### src/rtl/jg_psg_bridge.sv
// jg_psg_bridge
// Turns the I/O decoder's PSG selects into chip-rate write pulses for two
// SN76489 cores. Each CPU access (a select level of any length) yields
// exactly one PSG write. While a chip is latching, the Z80 is either held in
// WAIT or, in the no-wait build, the write is parked in a one-entry slot.
//
// Build option: define JG_PSG_WAIT_EN to stall the CPU through cpu_wait_n.
// When it is undefined, cpu_wait_n is tied high, a one-entry pending slot is
// built, and overrun flags writes that arrived while the slot was full.
//
// Ports:
//   clk_sys    in   system clock, rising edge
//   rst_n      in   asynchronous active-low reset
//   psg_ce     in   one-cycle enable at PSG chip rate
//   sn1_wr     in   PSG 1 select (level for whole I/O write cycle)
//   sn2_wr     in   PSG 2 select (level)
//   cpu_dout   in   CPU data bus, valid while a select is high
//   cpu_wait_n out  Z80 WAIT, active low (combinational)
//   psg_din    out  data to both PSGs
//   psg1_we_n  out  PSG 1 write enable, active low
//   psg2_we_n  out  PSG 2 write enable, active low
//   busy       out  high whenever not idle
//   overrun    out  sticky: a write was dropped (no-wait build only)
module jg_psg_bridge #(
  parameter int WE_CYCLES = 32
) (
  input  logic       clk_sys,
  input  logic       rst_n,
  input  logic       psg_ce,
  input  logic       sn1_wr,
  input  logic       sn2_wr,
  input  logic [7:0] cpu_dout,
  output logic       cpu_wait_n,
  output logic [7:0] psg_din,
  output logic       psg1_we_n,
  output logic       psg2_we_n,
  output logic       busy,
  output logic       overrun
);

  typedef enum logic [1:0] {IDLE, PULSE, GAP} state_t;

  localparam logic [5:0] CNT_LOAD = 6'(WE_CYCLES - 1);

  state_t     state_q, state_d;
  logic [5:0] cnt_q, cnt_d;
  logic       served_q, served_d;
  logic [7:0] din_q, din_d;
  logic       tgt_q, tgt_d;
  logic       we1_n_q, we1_n_d;
  logic       we2_n_q, we2_n_d;
  logic       busy_q, busy_d;
  logic       any_sel;
  logic       req;
  logic       sel_tgt;
  logic       taken;

`ifndef JG_PSG_WAIT_EN
  logic       slot_full_q, slot_full_d;
  logic [7:0] slot_data_q, slot_data_d;
  logic       slot_tgt_q, slot_tgt_d;
  logic       overrun_q, overrun_d;
`endif

  // A select level counts as a new request only until it has been taken once;
  // served clears when both selects drop. tgt 0 = PSG 1, 1 = PSG 2, and PSG 1
  // wins when both selects are high.
  assign any_sel = sn1_wr | sn2_wr;
  assign req     = any_sel & ~served_q;
  assign sel_tgt = ~sn1_wr;

  // Next-state logic: IDLE launches a pulse (parked write first), PULSE counts
  // chip-rate ticks, GAP guarantees one chip clock between pulses.
  always_comb begin
    state_d  = state_q;
    cnt_d    = cnt_q;
    din_d    = din_q;
    tgt_d    = tgt_q;
    taken    = 1'b0;
`ifndef JG_PSG_WAIT_EN
    slot_full_d = slot_full_q;
    slot_data_d = slot_data_q;
    slot_tgt_d  = slot_tgt_q;
    overrun_d   = overrun_q;
`endif

    case (state_q)
      IDLE: begin
`ifndef JG_PSG_WAIT_EN
        if (slot_full_q) begin
          din_d       = slot_data_q;
          tgt_d       = slot_tgt_q;
          slot_full_d = 1'b0;
          cnt_d       = CNT_LOAD;
          state_d     = PULSE;
        end else
`endif
        if (req) begin
          din_d   = cpu_dout;
          tgt_d   = sel_tgt;
          taken   = 1'b1;
          cnt_d   = CNT_LOAD;
          state_d = PULSE;
        end
      end
      PULSE: begin
        if (psg_ce) begin
          if (cnt_q == 6'd0) begin
            state_d = GAP;
          end else begin
            cnt_d = cnt_q - 6'd1;
          end
        end
      end
      GAP: begin
        if (psg_ce) begin
          state_d = IDLE;
        end
      end
      default: state_d = IDLE;
    endcase

`ifndef JG_PSG_WAIT_EN
    // Without WAIT the CPU runs on, so a write during PULSE/GAP is parked, or
    // dropped with a sticky flag if a write is already parked.
    if ((state_q != IDLE) && req) begin
      taken = 1'b1;
      if (slot_full_q) begin
        overrun_d = 1'b1;
      end else begin
        slot_full_d = 1'b1;
        slot_data_d = cpu_dout;
        slot_tgt_d  = sel_tgt;
      end
    end
`endif

    served_d = any_sel ? (served_q | taken) : 1'b0;
    we1_n_d  = ~((state_d == PULSE) & ~tgt_d);
    we2_n_d  = ~((state_d == PULSE) & tgt_d);
    busy_d   = (state_d != IDLE);
  end

  // All state and the registered outputs.
  always_ff @(posedge clk_sys or negedge rst_n) begin
    if (!rst_n) begin
      state_q  <= IDLE;
      cnt_q    <= 6'd0;
      served_q <= 1'b0;
      din_q    <= 8'h00;
      tgt_q    <= 1'b0;
      we1_n_q  <= 1'b1;
      we2_n_q  <= 1'b1;
      busy_q   <= 1'b0;
`ifndef JG_PSG_WAIT_EN
      slot_full_q <= 1'b0;
      slot_data_q <= 8'h00;
      slot_tgt_q  <= 1'b0;
      overrun_q   <= 1'b0;
`endif
    end else begin
      state_q  <= state_d;
      cnt_q    <= cnt_d;
      served_q <= served_d;
      din_q    <= din_d;
      tgt_q    <= tgt_d;
      we1_n_q  <= we1_n_d;
      we2_n_q  <= we2_n_d;
      busy_q   <= busy_d;
`ifndef JG_PSG_WAIT_EN
      slot_full_q <= slot_full_d;
      slot_data_q <= slot_data_d;
      slot_tgt_q  <= slot_tgt_d;
      overrun_q   <= overrun_d;
`endif
    end
  end

  assign psg_din   = din_q;
  assign psg1_we_n = we1_n_q;
  assign psg2_we_n = we2_n_q;
  assign busy      = busy_q;

`ifdef JG_PSG_WAIT_EN
  // Stall the CPU from the moment a select is seen until the pulse ends.
  assign cpu_wait_n = ~(req | (state_q == PULSE));
  assign overrun    = 1'b0;
`else
  assign cpu_wait_n = 1'b1;
  assign overrun    = overrun_q;
`endif

endmodule

### config.mk
export PLATFORM = sky130hd
export DESIGN_NAME = jg_psg_bridge
export DESIGN_NICKNAME = d
export VERILOG_FILES = /design/src/rtl/jg_psg_bridge.sv
export SDC_FILE = /design/constraint.sdc
export NUM_CORES = 1
export LEC_CHECK = 0
export ABC_AREA = 1
export CORE_ASPECT_RATIO = 0.7
export CORE_MARGIN = 3
export CORE_UTILIZATION = 55
export CTS_BUF_LIST = sky130_fd_sc_hd__clkbuf_4
export DETAILED_ROUTE_END_ITERATION = 7
export PLACE_DENSITY = 0.93
export RECOVER_POWER = 50
export SYNTH_ARGS = -nofsm -noshare
export SYNTH_HDL_FRONTEND = slang
export SYNTH_SLANG_ARGS = --single-unit
### constraint.sdc
create_clock -name clk_sys -period 2.1 [get_ports clk_sys]
set_clock_uncertainty 0.2 [all_clocks]
set_input_delay 0.42 -clock clk_sys [delete_from_list [all_inputs] [get_ports clk_sys]]
set_output_delay 0.42 -clock clk_sys [all_outputs]
set_load 0.01 [all_outputs]
* Word level (Yosys, flattened, before mapping)
Index checks and enable logic that the tools add are counted.
** Storage, ports and cells
- Register bits after elaboration :: 32
- Input port bits :: 13
- Output and inout port bits :: 13
- Word-level logic and storage cells :: 65
** Cells by class
- $add $sub $neg :: 1
- Eq/ne operators :: 6
- Multiplexer cells :: 24
- Bitwise gates (word level) :: 11
- Reductions and logical operators :: 11
** Operator list (number)
- $mux W6 :: 4
- $mux W8 :: 2
- $pmux W6 S2 :: 1
- $mux W1 :: 11
- $mux W2 :: 5
- $reduce_bool A2 Y1 :: 4
- $logic_not A6 Y1 :: 1
- $not A1 Y1 :: 6
- $pmux W2 S3 :: 1
- $reduce_and A2 Y1 :: 3
- $sub A6 B1 Y6 const B :: 1
- $eq A2 B1 Y1 const B :: 2
- $ne A2 B2 Y1 const B :: 2
- $reduce_and A4 Y1 :: 1
- $and A1 B1 Y1 :: 3
- $ne A3 B3 Y1 const B :: 1
- $eq A2 B2 Y1 const B :: 1
- $logic_not A2 Y1 :: 1
- $or A1 B1 Y1 :: 2
- $logic_and A1 B1 Y1 :: 1

* Logic depth before layout (Yosys ltp)
Gate-level depths: netlist of run 1.
- Depth in word-level cells :: 8
- Gate-level depth with buffers :: 9

* Worst setup path before layout of run 1
Ideal clock, no wire load.
- Path type :: register to register
- Start point :: register cnt_q[0]
- End point :: register cnt_q[5]
- Library setup time :: 116 ps
- Data arrival time :: 1280 ps
- Path slack :: 504 ps
- Cell stages (with the launch flop) :: 10
- Buffers on the path :: 0
- Clock period less this slack :: 1596 ps
- Path through :: dfrtp_1 inv_1 ha_1 inv_1 nor2_1 nand3_1 nor2_1 nor2_2 nand2_1 nand2_1
** On the way
- Word-level cells in the longest chain between the ends :: 4
** Ends and longest elaborated chain
- start, declared :: RTL line 46 : logic [5:0] cnt_q, cnt_d;
- start signal, assigned :: RTL line 163 : cnt_q <= cnt_d;
- $sub A6 B1 Y6 :: RTL line 111 : cnt_d = cnt_q - 6'd1;
- $mux W6 :: RTL line 108 : if (cnt_q == 6'd0) begin
- $mux W6 :: RTL line 107 : if (psg_ce) begin
- $pmux W6 S2 :: RTL line 87 : case (state_q)
Several ways; a longest one is shown, not always the timed one. The select of a mux whose other input is x is not followed.
A chain may end at the register's enable or synchronous reset.

* Final worst setup path of run 1
- Start point :: register we2_n_q (netlist: psg2_we_n)
- End point :: output psg2_we_n
** RTL lines
- start, declared :: RTL line 51 : logic we2_n_q, we2_n_d;
- start signal, assigned :: RTL line 168 : we2_n_q <= we2_n_d;
- end, declared :: RTL line 36 : output logic psg2_we_n,
No word-level cell between the ends.

==> results of run 1 <==
## worst max-delay path by stage
stage,cells after the start,slack (ns),from,to
finish,1,0.11,psg2_we_n$_DFF_PN1_,psg2_we_n
global route,6,0.04,sn1_wr,slot_data_q[4]$_DFFE_PN0P_
CTS,1,0.09,psg2_we_n$_DFF_PN1_,psg2_we_n
detailed placement,7,0.11,psg_ce,cnt_q[0]$_DFFE_PN0P_
global placement,8,0.15,sn2_wr,psg1_we_n$_DFF_PN1_
floorplan,9,0.50,cnt_q[0]$_DFFE_PN0P_,cnt_q[5]$_DFFE_PN0P_
## cell type report
class	instances	area [um2]	share of cell area
Clock buffer	5	37.5	0.0198
Clock inverter	3	13.8	0.00727
Inverter	23	86.3	0.0456
Multi-Input combinational cell	131	639	0.338
Sequential cell	32	803	0.424
Tap cell	34	42.5	0.0225
Timing Repair Buffer	29	272	0.143
## state kept, by name (all words and copies together) (netlist names)
| register | cells |
|---|---|
| tgt_q | 1 |
| psg_din | 8 |
| served_q | 1 |
| slot_full_q | 1 |
| overrun | 1 |
| busy | 1 |
| cnt_q | 6 |
| state_q | 2 |
| psg2_we_n | 1 |
| slot_data_q | 8 |
| psg1_we_n | 1 |
| slot_tgt_q | 1 |
## cells by family (layout without fill, tap and decap cells)
logic type / count (synthesis) / in the layout / share of synthesized area
buffers and inverters: 28 / 60 / 0.0775
flip-flops: 32 / 32 / 0.508
AND/OR/NAND/NOR: 103 / 103 / 0.294
other: 1 / 1 / 0.00237
adder cells (fa/ha/maj): 1 / 1 / 0.00790
AO/OA/AOI/OAI: 26 / 26 / 0.111
## worst register-to-register path, stage by stage, from the launching register on
cell and delay, ns:
dfrtp_1 0.40, inv_1 0.09, ha_1 0.15, inv_1 0.05, nor2_1 0.26, nand3_1 0.25, nor2_1 0.18, nor2_2 0.10
nand2_1 0.07, nand2_1 0.05
## power breakdown
part	internal, mW	switching (mW)	leakage [nW]
sequential	0.891	0.198	0.386
clock	0.123	0.204	0.0324
combinational	0.501	0.688	0.548
## routing by layer
metal / global-route usage / wire, um
met4: 0.0892 / 48
met1: 0.277 / 1560
met2: 0.357 / 1580
met5: 0 / 0
met3: 0.0472 / 181
## stage by stage
step                      hold WS, ns  area [um2]  power [mW]
after floorplan               -0.0756        1580        1.85
after CTS                       0.274        1920        2.63
after global routing            0.318        1890        2.83
after detailed placement        0.267        1870        2.28
final                           0.290        1890        2.60
after global placement          0.261        1870        2.21
## placed cells by master (no fill, tap or decap), types with 5 or more instances in the layout
master           synthesis  layout
nand2_1                 74      74
dfrtp_1                 30      30
clkdlybuf4s50_1          0      23
inv_1                   21      21
o21ai_2                 10      10
o21ai_0                 10      10
nand3_1                  9       9
nor2_1                   6       8
clkbuf_4                 0       5
==> reports/metrics.cfg, run 1 <==
[grt]
gr-total-overflow = 0
grt_max_degree = 33
grt_pass1_wl_um = 5750
grt_usage = 0.215
grt_pass1_vias = 1261
antenna_found_initial = 0

[drt]
drt_iter0_markers = 50
vias_per_cell = 5.11
dr_total_vias = 1312
drt-wirelength-per-cell_um = 13.1
antenna_left = 0
routed_wl_um = 3370
first_pass_iters = 4
drc = 0

[cells_and_area]
fillerInstances = 203
layout-drive-gt1-share = 0.148
fin_nets = 236
area_delta_synth_final_pct = 19.7
fin_util = 0.731
diodes = 0
instances_no_fill = 257

[critical_path]
cpLargestDelayFamily = flip-flops
crit_path_top_delay_cell = dfstp_2
r2r-start = cnt_q[0]$_DFFE_PN0P_
critPathMaxStageDelay_ns = 0.53
critical_path_required_ns = 1.48
path_class = reg -> out
r2r_setup_slack_ns = 0.20
critical_path_buf_inv_count = 1
worst_setup_path_end_kind = output port
worstPathMaxFanout = 1
worst_setup_path_start_kind = flop
cp_cell_sequence = clkdlybuf4s50_1
reg2reg_depth = 9
cp.arrival_ns = 1.37
r2r-end = cnt_q[5]$_DFFE_PN0P_

[pwr]
power-per-cell-area_mw_per_mm2 = 1380
p_leak_nw = 0.966
peakVddDrop_mv = 0.639

[floorplanning]
die_area_mm2 = 0.00357
row_count = 15
die_x_um = 70.1
io_pins = 26
fp.dieH_um = 50.9
start_util = 0.611
coreArea_mm2 = 0.00259

[clocking]
htreeDepth = 2
clock-sinks = 32
clk_latency_ns = 0.33
clk_pin_slew_ns = 0.09
cts_buffers = 5
cts_buffer_depth = 2
post_cts_buffers = 0
hold_buffers = 0
cts-resized-gates = 0
root_buffer = clkbuf_4
cts_tree = built

[timing]
setup_viol = 0
worstMarginPinSlew_ns = 0.758
rsz0062_at_grt = false
max_freq_ghz = 0.502
slew_headroom = 0.494
tns_ns = 0
min_period_over_period = 0.949
finalHoldViolations = 0
finalCriticalPeriod_ns = 1.99
slew_viol_final = 0
fin_ws_ns = 0.106

[placed_design]
hpwlAfterDp_um = 2390
pre_cts_slack_ns = 0.105
port_buffers = 24
dp_cells = 249
gp_congestion = 0.889

[logic_synthesis]
synth_area_mm2 = 0.00158
synth_cell_types = 26
yosys-top-cells-area = dfrtp_1, nand2_1, o21ai_2
synth_top_area_cell = dfrtp_1
yosysWarningCount = 0
synth_cells = 191
ys_seq_area_frac = 0.508
synth_ff_type = dfrtp_1
ys_async_sr_fraction = 1.00
synth.most_common_cell = nand2_1
synth_nets = 205
ys_seq_elements = 32
netlist_top_cells_count = nand2_1, dfrtp_1, inv_1
synth_edf_count = 0
synthDominantCellAreaShare = 0.474
syn_area_per_cell_um2 = 8.29

[min_path]
whs_path_depth = 2
hold_class = reg -> reg
min_to = psg_din[3]$_DFFE_PN0P_
min_from = psg_din[3]$_DFFE_PN0P_

[status]
status = completed

[run]
drv_cap = 0

Note: power is estimated with default switching activity, not from simulation.
==> run 2: changes to the inputs <==
- TNS_END_PERCENT: not set -> 100
- clock period: 2.1 -> 2.11 ns (I/O delays scaled with it)
==> reports/metrics.cfg, run 2 (synthesis gave the netlist of run 1 again) <==
[status]
status = completed  ; unchanged

[drt]
first_pass_iters = 4  ; unchanged
drt_iter0_markers = 129  ; was 50
drc = 0  ; unchanged
vias_per_cell = 5.09  ; was 5.11
routed_wl_um = 3070  ; was 3370 um
antenna_left = 0  ; unchanged
drt-wirelength-per-cell_um = 12.0  ; was 13.1 um
dr_total_vias = 1307  ; was 1312

[pwr]
power.switching_mw = 1.06  ; was 1.09 mW
swShare = 0.391  ; was 0.419
power_frac_seq = 0.398  ; was 0.418
p_leak_nw = 0.979  ; was 0.966 nW
peakVddDrop_mv = 0.875  ; was 0.639 mV
power-per-cell-area_mw_per_mm2 = 1400  ; was 1380 mW/mm2
power_mw = 2.71  ; was 2.60 mW
comb_power_share = 0.429  ; was 0.457
clkPwrFrac = 0.172  ; was 0.126
p_int_mw = 1.65  ; was 1.51 mW

[critical_path]
path_class = reg -> out  ; unchanged
critPathMaxStageDelay_ns = 0.52  ; was 0.53 ns
cp.arrival_ns = 1.38  ; was 1.37 ns
worst_setup_path_end_kind = output port  ; unchanged
cp_cell_sequence = clkdlybuf4s50_1  ; unchanged
worstPathMaxFanout = 1  ; unchanged
cpLargestDelayFamily = flip-flops  ; unchanged
worst_setup_path_start_kind = flop  ; unchanged
critical_path_buf_inv_count = 1  ; unchanged
crit_path_top_delay_cell = dfstp_2  ; unchanged
critical_path_required_ns = 1.49  ; was 1.48 ns

[clocking]
cts_buffer_depth = 2  ; unchanged
root_buffer = clkbuf_4  ; unchanged
clock-sinks = 32  ; unchanged
htreeDepth = 2  ; unchanged
cts-resized-gates = 0  ; unchanged
clk_pin_slew_ns = 0.10  ; was 0.09 ns
post_cts_buffers = 0  ; unchanged
cts_tree = built  ; unchanged
clk_latency_ns = 0.34  ; was 0.33 ns
cts_buffers = 5  ; unchanged
hold_buffers = 0  ; unchanged

[floorplanning]
coreArea_mm2 = 0.00259  ; unchanged
die_x_um = 70.1  ; unchanged
start_util = 0.611  ; unchanged
fp.dieH_um = 50.9  ; unchanged
die_area_mm2 = 0.00357  ; unchanged
row_count = 15  ; unchanged
io_pins = 26  ; unchanged

[grt]
grt_max_degree = 33  ; unchanged
antenna_found_initial = 0  ; unchanged
grt_pass1_vias = 1200  ; was 1261
grt_usage = 0.200  ; was 0.215
grt_pass1_wl_um = 5400  ; was 5750 um
gr-total-overflow = 0  ; unchanged

[timing]
slew_headroom = 0.491  ; was 0.494
worstMarginPinSlew_ns = 0.764  ; was 0.758 ns
setup_viol = 0  ; unchanged
max_freq_ghz = 0.501
min_period_over_period = 0.947
finalCriticalPeriod_ns = 2.00
slew_viol_final = 0  ; unchanged
tns_ns = 0  ; unchanged
rsz0062_at_grt = false  ; unchanged
finalHoldViolations = 0  ; unchanged

[cells_and_area]
area_delta_synth_final_pct = 22.0  ; was 19.7%
fin_area_mm2 = 0.00193  ; was 0.00189 mm2
final_cell_mix = nand2_1, dfrtp_1, clkdlybuf4s50_1, inv_1  ; unchanged
fillerInstances = 204  ; was 203
diodes = 0  ; unchanged
final_common_cell = nand2_1  ; unchanged
multi_input_area_um2 = 647  ; was 639 um2
fin_nets = 236  ; unchanged
seq_area_um2 = 803  ; unchanged
layout-drive-gt1-share = 0.157  ; was 0.148

[min_path]
hold_class = reg -> reg  ; unchanged

[placed_design]
placed_area_mm2 = 0.00187  ; unchanged
hpwlAfterDp_um = 2320  ; was 2390 um
gp_congestion = 0.887  ; was 0.889
port_buffers = 24  ; unchanged

[run]
drv_cap = 0  ; unchanged

==> run 2: tightest hold or removal path, cell delays in order, from the launching register on <==
cell	delay, ns
dfrtp_1	0.35
nand2_1	0.06
nand2_1	0.05
==> run 2: per-layer routing <==
layer / GRT usage / share of wire / routed length [um] / up-vias
met5: 0 / 0 / 0 / -
met4: 0.105 / 0.015 / 46 / 0
met3: 0.0472 / 0.064 / 197 / 5
met2: 0.287 / 0.41 / 1270 / 50
met1: 0.284 / 0.51 / 1560 / 591
li1: - / - / - / 661
==> run 2: cell type report <==
type                       count  area share
sequential                    32       0.416
clock buffer                   6      0.0233
inverter                      23      0.0447
tap                           34      0.0220
clock inverter                 2      0.0181
timing repair buffer          29       0.141
multi-input combinational    131       0.335
==> run 2: worst paths after layout <==
check,from,cells after the start,slack [ns],to
worst max-delay path,psg2_we_n$_DFF_PN1_,1,0.11,psg2_we_n
min in group asynchronous,rst_n,2,0.48,psg_din[2]$_DFFE_PN0P_
worst min-delay path,psg_din[7]$_DFFE_PN0P_,2,0.29,psg_din[7]$_DFFE_PN0P_
max in group asynchronous,rst_n,2,0.75,cnt_q[2]$_DFFE_PN0P_
worst max register to register,slot_full_q$_DFF_PN0_,4,0.37,slot_data_q[5]$_DFFE_PN0P_
worst min register to register,psg_din[7]$_DFFE_PN0P_,2,0.29,psg_din[7]$_DFFE_PN0P_
==> run 2: through the flow <==
stage          std cells  worst slack [ns]  hold slack [ns]   util
2_1_floorplan        191             0.514          -0.0736      -
3_5_place_dp         249             0.150            0.265  0.721
5_1_grt              257            0.0614            0.316  0.745
3_3_place_gp         249             0.161            0.261  0.721
4_1_cts              257            0.0933            0.270  0.752
6_report             257             0.113            0.290  0.745
==> run 2: power groups by stage <==
stage                     Sequential, mW  Combinational [mW]  Clock, mW
after floorplan                     1.08               0.755          0
after global placement              1.07                1.13          0
after detailed placement            1.08                1.18          0
after CTS                           1.08                1.18      0.471
after global routing                1.11                1.32      0.506
final                               1.08                1.16      0.466
